`config.mk`:
```
export PLATFORM = sky130hd
export DESIGN_NAME = wb_dest_decoder
export DESIGN_NICKNAME = d
export VERILOG_FILES = /design/src/rtl/wb_dest_decoder.sv
export SDC_FILE = /design/constraint.sdc
export NUM_CORES = 1
export LEC_CHECK = 0
export CORE_MARGIN = 5
export CORE_UTILIZATION = 48
export CTS_BUF_LIST = sky130_fd_sc_hd__clkbuf_8
export DETAILED_ROUTE_END_ITERATION = 8
export DONT_BUFFER_PORTS = 1
export GPL_TIMING_DRIVEN = 1
export PLACE_DENSITY_LB_ADDON = 0.05
export SLEW_MARGIN = 20
export SYNTH_ARGS = -nofsm -noshare
export SYNTH_HDL_FRONTEND = slang
export SYNTH_SLANG_ARGS = --single-unit
```
`constraint.sdc`:
```
create_clock -name clk -period 2.8 [get_ports clk]
set_clock_uncertainty 0.15 [all_clocks]
set_input_delay 0.56 -clock clk [delete_from_list [all_inputs] [get_ports clk]]
set_output_delay 0.56 -clock clk [all_outputs]
set_load 0.03 [all_outputs]
```
`src/rtl/wb_dest_decoder.sv`:
```
// wb_dest_decoder: write-back destination decoder for the register file.
// Takes a 5-bit destination register number plus write data and presents a
// registered one-hot 32-bit write enable with aligned data. It also flags
// read-address hazards against the pending write.
//
// Optional feature macro: ZERO_REG_SUPPRESS_EN
//   When defined, register 31 is the hard-zero register. we[31] and the
//   hazard hits for address 31 are forced low. The write still occupies the
//   stage, still retires, and still counts in wr_count.
//
// Handshake: a request transfers on a rising edge where in_valid && in_ready.
// in_ready = !out_valid || !stall, so a stalled full stage refuses new work.
// The output side has no ready signal. A held write retires on any edge where
// out_valid && !stall. A retire and an accept may share one edge.
module wb_dest_decoder #(
    parameter int DATA_WIDTH = 64
) (
    input  logic                  clk,
    input  logic                  reset,
    input  logic                  in_valid,
    output logic                  in_ready,
    input  logic [4:0]            in_addr,
    input  logic [DATA_WIDTH-1:0] in_data,
    input  logic                  stall,
    output logic [31:0]           we,
    output logic [DATA_WIDTH-1:0] wr_data,
    output logic                  out_valid,
    input  logic [4:0]            rd_addr_a,
    input  logic [4:0]            rd_addr_b,
    output logic                  hit_a,
    output logic                  hit_b,
    output logic [15:0]           wr_count
);

    // The only state is the occupancy of the single output register.
    typedef enum logic {
        EMPTY = 1'b0,
        FULL  = 1'b1
    } state_t;

    state_t      state_q;
    state_t      state_d;
    logic [4:0]  addr_q;
    logic        accept;
    logic        retire;
    logic        zero_reg;

    assign out_valid = (state_q == FULL);
    assign in_ready  = !out_valid || !stall;
    assign accept    = in_valid && in_ready;
    assign retire    = out_valid && !stall;

`ifdef ZERO_REG_SUPPRESS_EN
    assign zero_reg = (addr_q == 5'd31);
`else
    assign zero_reg = 1'b0;
`endif

    // Next-state logic for the occupancy bit.
    always_comb begin
        state_d = state_q;
        case (state_q)
            EMPTY: if (accept) state_d = FULL;
            FULL:  if (retire && !accept) state_d = EMPTY;
            default: state_d = EMPTY;
        endcase
    end

    // State register. Reset drops any pending write immediately.
    always_ff @(posedge clk or posedge reset) begin
        if (reset) state_q <= EMPTY;
        else       state_q <= state_d;
    end

    // Capture the destination and data on every accept.
    always_ff @(posedge clk or posedge reset) begin
        if (reset) begin
            addr_q  <= '0;
            wr_data <= '0;
        end else if (accept) begin
            addr_q  <= in_addr;
            wr_data <= in_data;
        end
    end

    // Count retired writes, wrapping at 2^16.
    always_ff @(posedge clk or posedge reset) begin
        if (reset)       wr_count <= '0;
        else if (retire) wr_count <= wr_count + 16'd1;
    end

    // One-hot decode of the held destination, gated by occupancy.
    always_comb begin
        we = '0;
        if (out_valid && !zero_reg) we[addr_q] = 1'b1;
    end

    // Hazard compare of the pending write against both read ports.
    always_comb begin
        hit_a = out_valid && !zero_reg && (addr_q == rd_addr_a);
        hit_b = out_valid && !zero_reg && (addr_q == rd_addr_b);
    end

endmodule

```
* After elaboration in Yosys (flattened, before gate mapping)
Cells that the tools add are included.
** Word-level totals
- Flip-flop bits (word level) :: 86
- Bits of input ports :: 83
- Output and inout port bits :: 116
** Cells by class
- $add $sub $neg :: 1
- Bitwise gates (word level) :: 1
- Muxes and demuxes :: 6
- Reductions and logical operators :: 10
- Eq/ne operators :: 2
- Magnitude comparators :: 2
** Operators with widths (number)
- 2-to-1 mux 32 bit :: 1
- adder 16 x 1 -> 16 bit (second input constant) :: 1
- == test 5 bit :: 2
- logical AND 1 bit :: 6
- < comparator 5 x 6 -> 1 bit (second input constant) :: 1
- demux 1 bit (select 5 bit) :: 1
- >= comparator 5 x 1 -> 1 bit (second input constant) :: 1
- logical NOT 1 bit :: 3
- 2-to-1 mux 1 bit :: 3
- one-hot mux 1 bit (2 select lines) :: 1
- logical OR 1 bit :: 1
- NOT 1 bit :: 1

* Depth between registers and ports, before layout
Gate-level depths: netlist of the first run.
- Depth after elaboration :: 7
- Gate-level depth with buffers :: 6
- Mapped depth without buffers :: 5

* Least setup slack after synthesis of the first run
OpenSTA, ideal clock, no wires.
- Path kind :: reg-to-output
- Start point :: reg state_q (netlist: out_valid)
- End point :: out we[0]
- Cell stages (with the launch flop) :: 5
- Data required time :: 2.090 ns
- Buffers on the path :: 2
- Arrival time :: 1.768 ns
- Path slack :: 0.322 ns
- Path through :: dfrtp_1 -> buf_4 -> or3b_2 -> clkbuf_1 -> nor2_1
** Between the ends
- Longest elaborated chain between the ends :: 1
** RTL lines
- start: declaration :: line 41 : state_t state_q;
- start signal: assignment :: line 72 : else state_q <= state_d;
- 2-to-1 mux 32 bit :: line 95 : if (out_valid && !zero_reg) we[addr_q] = 1'b1;
- end: declaration :: line 25 : output logic [31:0] we,
No other way between the ends.

* Final worst setup path of the first run
- Start point :: reg addr_q[2]
- End point :: out hit_b
** Between the ends
- Longest elaborated chain between the ends :: 2
** RTL lines
- start: declaration :: line 43 : logic [4:0] addr_q;
- start signal: assignment :: line 81 : addr_q <= in_addr;
- == test 5 bit :: line 101 : hit_b = out_valid && !zero_reg && (addr_q == rd_addr_b);
- logical AND 1 bit :: line 101
- end: declaration :: line 31 : output logic hit_b,
No other way between the ends.

==> impl_metrics.yaml, run 1 <==
cts:
  cts_resized: 0
  clock_sinks: 86
  postCtsHoldBufs: 0
  post_cts_buffers: 0
  clkSlewWorstSetupHoldPaths_ns: 0.08
  cts_buffers: 9
  cts_tree: "done"
  clock_path_buffers: 2
  clk_latency_ns: 0.35
  root_buffer: "clkbuf_8"
  htreeDepth: 3
power:
  cellPowerDensity_mw_per_mm2: 798
  seq_power_share_pct: 58.8
  ir_worst_vdd_v: 0.000367
  switching_share_pct: 35.7
  p_clk_share_pct: 27.9
  power_switching_w: 0.00122
  power.leakage_nw: 1.90
  p_int_w: 0.00220
  p_comb_share_pct: 13.3
final_layout:
  layout_commonest_cell: "dfrtp_1"
  antenna_cells: 0
  layout_common_cells: "dfrtp_1, mux2_2, nor2_1, buf_4, xor2_1"
  instances_no_fill: 416
  finalInstanceArea_mm2: 0.00428
  drive_gt1_share_pct: 41.1
  nets: 393
  syn_to_final_growth_pct: 15.1
detailed_routing:
  postRouteAntennaNets: 0
  finalWirelength_um: 8220
  wire_per_inst_um: 19.8
  viasPerCell: 5.27
  via_count: 2191
  firstDrtPassIters: 4
  drc: 0
  drt_iter0_markers: 69
synthesis:
  synth_area_mm2: 0.00372
  synth-adder-area-share_pct: 0.336
  yosys.area_share.simple_pct: 10.9
  yosys_warnings: 0
  synth_top_family_by_area: "multiplexers"
  ys_seq_area_share_pct: 57.9
  synthCells: 276
  yosysUniqueCellTypes: 28
  synth_nets: 360
  muxShareOfSynthArea_pct: 22.2
  synth_seq_cells: 86
  avgSynthCellArea_um2: 13.5
  synth_compound_gate_area_share_pct: 0
  synthXorXnorAreaFrac_pct: 5.89
critical_path:
  cp-start-kind: "flop"
  ff2ff_path_depth: 5
  path_class: "reg -> out"
  crit_fanout: 11
  crit_arrival_ns: 1.78
  crit_path_end_kind: "output port"
  worstPathRequired_ns: 2.09
  reg2reg_slack_ns: 0.63
sta:
  setup_tns_ns: 0
  rsz0062_at_grt: "false"
  slew_violations: 0
  finalHoldViolCount: 0
  min_period_ns: 2.49
  setup_viol: 0
  fmax_ghz: 0.402
  slew_headroom_pct: 56.1
  worstMarginPinSlew_ns: 0.658
  min_period_over_period_pct: 88.9
grt:
  grtUsageTotal_pct: 17.5
  use_met2_pct: 27.9
  grt_overflow: 0
  grt_pass1_vias: 2425
  use_met1_pct: 19.3
  use_met3_pct: 10.4
  grt_max_degree: 40
  antenna_found_initial: 1
  grt_pass1_wl_um: 13200
  grt_busiest_layer: "met2"
placed_design:
  dp_cells: 400
  dpl_cell_area_mm2: 0.00406
  portBuffers: 0
  hpwl_um: 6260
  gp_congestion: 0.742
die:
  die_x_um: 98.0
  row_count: 32
  die_h_um: 98.0
  ios: 199
  die_area_mm2: 0.00961
  start_util_pct: 48.6
  core_mm2: 0.00765
flow_run:
  drv_cap: 0
status:
  status: "finished, final reports clean"
hold_path:
  hp-class: "in -> async"
## power by group through the flow
stage / combinational [W] / clock, W / sequential (W)
after global routing: 0.000513 / 0.00104 / 0.00204
after CTS: 0.000464 / 0.000979 / 0.00202
after floorplan: 0.000409 / 0 / 0.00195
final: 0.000456 / 0.000953 / 0.00201
after global placement: 0.000450 / 0 / 0.00204
after detailed placement: 0.000464 / 0 / 0.00204
## state kept, by name, indices dropped and copies added, names as in the netlist
signal     cells
wr_count      16
wr_data       64
out_valid      1
addr_q         5
## cell families after synthesis
kind of cell / count (synthesis)
flip-flops: 86
AND/OR/NAND/NOR: 77
multiplexers: 70
XOR/XNOR: 25
buffers and inverters: 17
adder cells (fa/ha/maj): 1
## cell usage after synthesis
| master | number | area, um2 |
|---|---|---|
| nand3_1 | 8 | 40.0 |
| nand4_1 | 3 | 18.8 |
| and3_1 | 4 | 25.0 |
| buf_8 | 1 | 15.0 |
| mux2_4 | 10 | 150 |
| ha_1 | 1 | 12.5 |
| nand2_1 | 5 | 18.8 |
| buf_2 | 7 | 35.0 |
| xor2_1 | 13 | 114 |
| xnor2_1 | 12 | 105 |
| and4b_1 | 1 | 10.0 |
| or3_1 | 1 | 6.26 |
| nor4_4 | 1 | 21.3 |
| clkbuf_1 | 4 | 15.0 |
| and2_4 | 1 | 8.76 |
| nand2_2 | 1 | 6.26 |
| nor2b_1 | 2 | 12.5 |
| nor2_1 | 36 | 135 |
| buf_6 | 2 | 22.5 |
| and4_1 | 1 | 8.76 |
| dfrtp_1 | 86 | 2150 |
| nor4_1 | 2 | 12.5 |
| inv_1 | 2 | 7.51 |
| mux2_2 | 60 | 676 |
| nand2b_1 | 3 | 18.8 |
| buf_4 | 1 | 7.51 |
| nand3b_1 | 5 | 37.5 |
| or3b_2 | 3 | 26.3 |
## worst paths after layout
path	startpoint	endpoint
min in group clk	in_valid	out_valid
worst max-delay path	addr_q[2]	hit_b
worst min-delay path	reset	wr_data[48]
worst min register to register	wr_count[15]	wr_count[15]
max in group asynchronous	reset	wr_data[43]
worst max register to register	out_valid	wr_data[37]
## through the flow
| stage | hold slack (ns) | utilization, % | power [W] | setup WS (ns) |
|---|---|---|---|---|
| global placement | 0.403 | 53.1 | 0.00249 | 0.648 |
| CTS | 0.0204 | 56.0 | 0.00346 | 0.279 |
| finish | 0.00948 | 56.0 | 0.00342 | 0.310 |
| global route | 0.0430 | 56.0 | 0.00360 | 0.168 |
| floorplan | 0.504 | - | 0.00236 | 0.322 |
| detailed placement | 0.404 | 53.1 | 0.00250 | 0.631 |
## final cells by class
cell class,count,area [um2]
Tap cell,102,128
Multi-Input combinational cell,173,1460
Inverter,2,11.3
Fill cell,647,3370
Clock buffer,10,138
Sequential cell,86,2150
Timing Repair Buffer,37,303
Clock inverter,6,85.1
## metal layers
metal	routed length, um	part of all wire [%]
met4	229	2.8
met2	4040	49
met5	20	0.24
met3	953	12
met1	2980	36
## critical path, cell delays in order (launching register included)
cell and delay (ns):
dfrtp_1 0.52, xor2_1 0.22, nor4_1 0.30, and3_1 0.40
(Power assumes the default switching activity.)
==> run 2, diff against run 1 <==
- CAP_MARGIN: not set -> 20
- CTS_CLUSTER_DIAMETER: not set -> 200
==> results of run 2 <==
Final layout, timing and power as in run 1 (identical DEF).
==> run 3, diff against run 2 <==
- CORE_MARGIN: 5 -> not set
- CTS_BUF_LIST: sky130_fd_sc_hd__clkbuf_8 -> sky130_fd_sc_hd__clkbuf_2
==> run 3 against run 2 <==
Setup slack got worse by 0.12 ns. Non-clock buffer count increased by 50. Sequential share of layout area decreased by 4.3 points. Utilization increased by 7.6 points. Cell area increased by 9.4%. Total power decreased by 5.8%. Largest cell class unchanged.
==> impl_metrics.yaml, run 3 (synthesis results as in run 1) <==
status:
  status: "finished, final reports clean"
detailed_routing:
  drt_iter0_markers: 53
  drc: 0
  firstDrtPassIters: 4
  postRouteAntennaNets: 0
  finalWirelength_um: 8160
  viasPerCell: 5.17
  via_count: 2383
  wire_per_inst_um: 17.7
critical_path:
  cp_slowest_stage_delay_ns: 0.58
  crit_path_end_kind: "output port"
  reg2reg_slack_ns: 0.78
  crit_arrival_ns: 1.90
  ff2ff_path_depth: 4
  crit_fanout: 12
  r2r-start: "out_valid"
  timing.critical_path.buf_inv: 1
  cpMaxStageDelayCell: "or3b_2"
  critical-path-top-delay-family: "simple AND/OR/NAND/NOR gates"
  path_class: "reg -> out"
  cp-start-kind: "flop"
  worstPathRequired_ns: 2.09
  rr_endpoint: "wr_data[13]"
  path_cells: "or3b_2 -> nor2_1 -> buf_4"
die:
  die_area_mm2: 0.00810
  core_mm2: 0.00737
  die_h_um: 90.0
  start_util_pct: 50.5
  row_count: 31
  die_x_um: 90.0
  ios: 199
hold_path:
  hp-class: "in -> reg"
  hold_path_end: "wr_data[1]"
  min_from: "in_data[1]"
  hold_depth: 1
cts:
  clk_latency_ns: 0.52
  cts_buffers: 9
  clock_path_buffers: 2
  cts_tree: "done"
  clock_sinks: 86
  clkSlewWorstSetupHoldPaths_ns: 0.21
  htreeDepth: 3
  root_buffer: "clkbuf_2"
final_layout:
  drive_gt1_share_pct: 35.6
  finalInstanceArea_mm2: 0.00468
  multi_input_area_mm2: 0.00146
  largestRegisters: "wr_data: 64 flops, wr_count: 16 flops, addr_q: 5 flops"
  layout_common_cells: "dfrtp_1, mux2_2, dlygate4sd3_1, nor2_1, buf_4"
  nets: 443
  largest_reg_flops: 64
  layout_commonest_cell: "dfrtp_1"
  syn_to_final_growth_pct: 26.0
  antenna_cells: 0
  largest-register: "wr_data"
  n_fill_cell: 583
  seq_area_mm2: 0.00215
flow_run:
  drv_cap: 0
grt:
  grt_pass1_vias: 2578
  antenna_found_initial: 0
  grtUsageTotal_pct: 21.2
  grt_pass1_wl_um: 13500
  grt_max_degree: 48
  grt_overflow: 0
sta:
  min_period_ns: 2.61
  slew_violations: 0
  worstMarginPinSlew_ns: 0.619
  setup_tns_ns: 0
  finalHoldViolCount: 0
  fmax_ghz: 0.383
  setup_viol: 0
  min_period_over_period_pct: 93.3
  timing.hold.ws_ns: 0.0521
  rsz0062_at_grt: "false"
  slew_headroom_pct: 58.7
power:
  power.leakage_nw: 2.07
  ir_worst_vdd_v: 0.000389
  cellPowerDensity_mw_per_mm2: 687
placed_design:
  hpwl_um: 5500
  gp_congestion: 0.736
  portBuffers: 0
  dpl_cell_area_mm2: 0.00405
==> run 3: cell count changes in the layout (fill, tap and decap cells not counted) <==
cell and delta:
clkinv_2 -1, clkinvlp_4 +1, inv_1 -1, clkbuf_2 +9, clkbuf_8 -10, dfrtp_1 -1, dfrtp_2 +1, dlygate4sd3_1 +50
==> run 3: layer usage <==
layer | wire [um] | GRT usage, % | vias up
met5 | 0 | 0 | -
met1 | 3290 | 24.5 | 1164
li1 | - | - | 1091
met3 | 725 | 8.12 | 10
met2 | 4030 | 35.8 | 118
met4 | 112 | 7.53 | 0
==> run 3: layout make-up <==
class | count | share of cell area [%]
Clock inverter | 5 | 1.79
Inverter | 2 | 0.240
Sequential cell | 86 | 46.0
Clock buffer | 9 | 0.962
Tap cell | 99 | 2.64
Multi-Input combinational cell | 173 | 31.2
Timing Repair Buffer | 87 | 17.1
==> run 3: worst register-to-register path, stage by stage, from the launching register on <==
cell and delay [ns]:
dfrtp_2 0.53, nand2_2 0.22, and2_4 0.37, buf_12 0.28
mux2_2 0.39
==> run 3: power breakdown <==
part           internal, W  total (W)  switching (W)
registers          0.00143    0.00201       0.000577
clock network     0.000288   0.000696       0.000407
logic             0.000292   0.000518       0.000225
total              0.00201    0.00322        0.00121
==> run 3: stage by stage <==
step | instances | utilization [%] | power, W | worst slack (ns)
detailed placement | 397 | 55.0 | 0.00249 | 0.658
CTS | 456 | 62.9 | 0.00324 | 0.0424
global placement | 397 | 55.0 | 0.00248 | 0.697
finish | 461 | 63.6 | 0.00322 | 0.188
floorplan | 276 | - | 0.00236 | 0.322
global route | 461 | 63.6 | 0.00337 | 0.0409
==> run 3: worst max path at each step <==
stage,start,end,slack (ns),cells past startpoint
5_1_grt,out_valid,we[0],0.04,3
2_1_floorplan,out_valid,we[0],0.32,4
3_3_place_gp,out_valid,we[16],0.70,3
3_5_place_dp,out_valid,we[16],0.66,3
6_report,out_valid,we[24],0.19,3
4_1_cts,out_valid,we[16],0.04,3
==> run 3: what timing repair did <==
item                                    4_1_cts  5_1_grt
hold buffers                                 45        5
endpoints found under the setup margin        0        8
gates resized for setup                       0        1
buffers inserted                              0        0
endpoints found under the hold margin        70        5
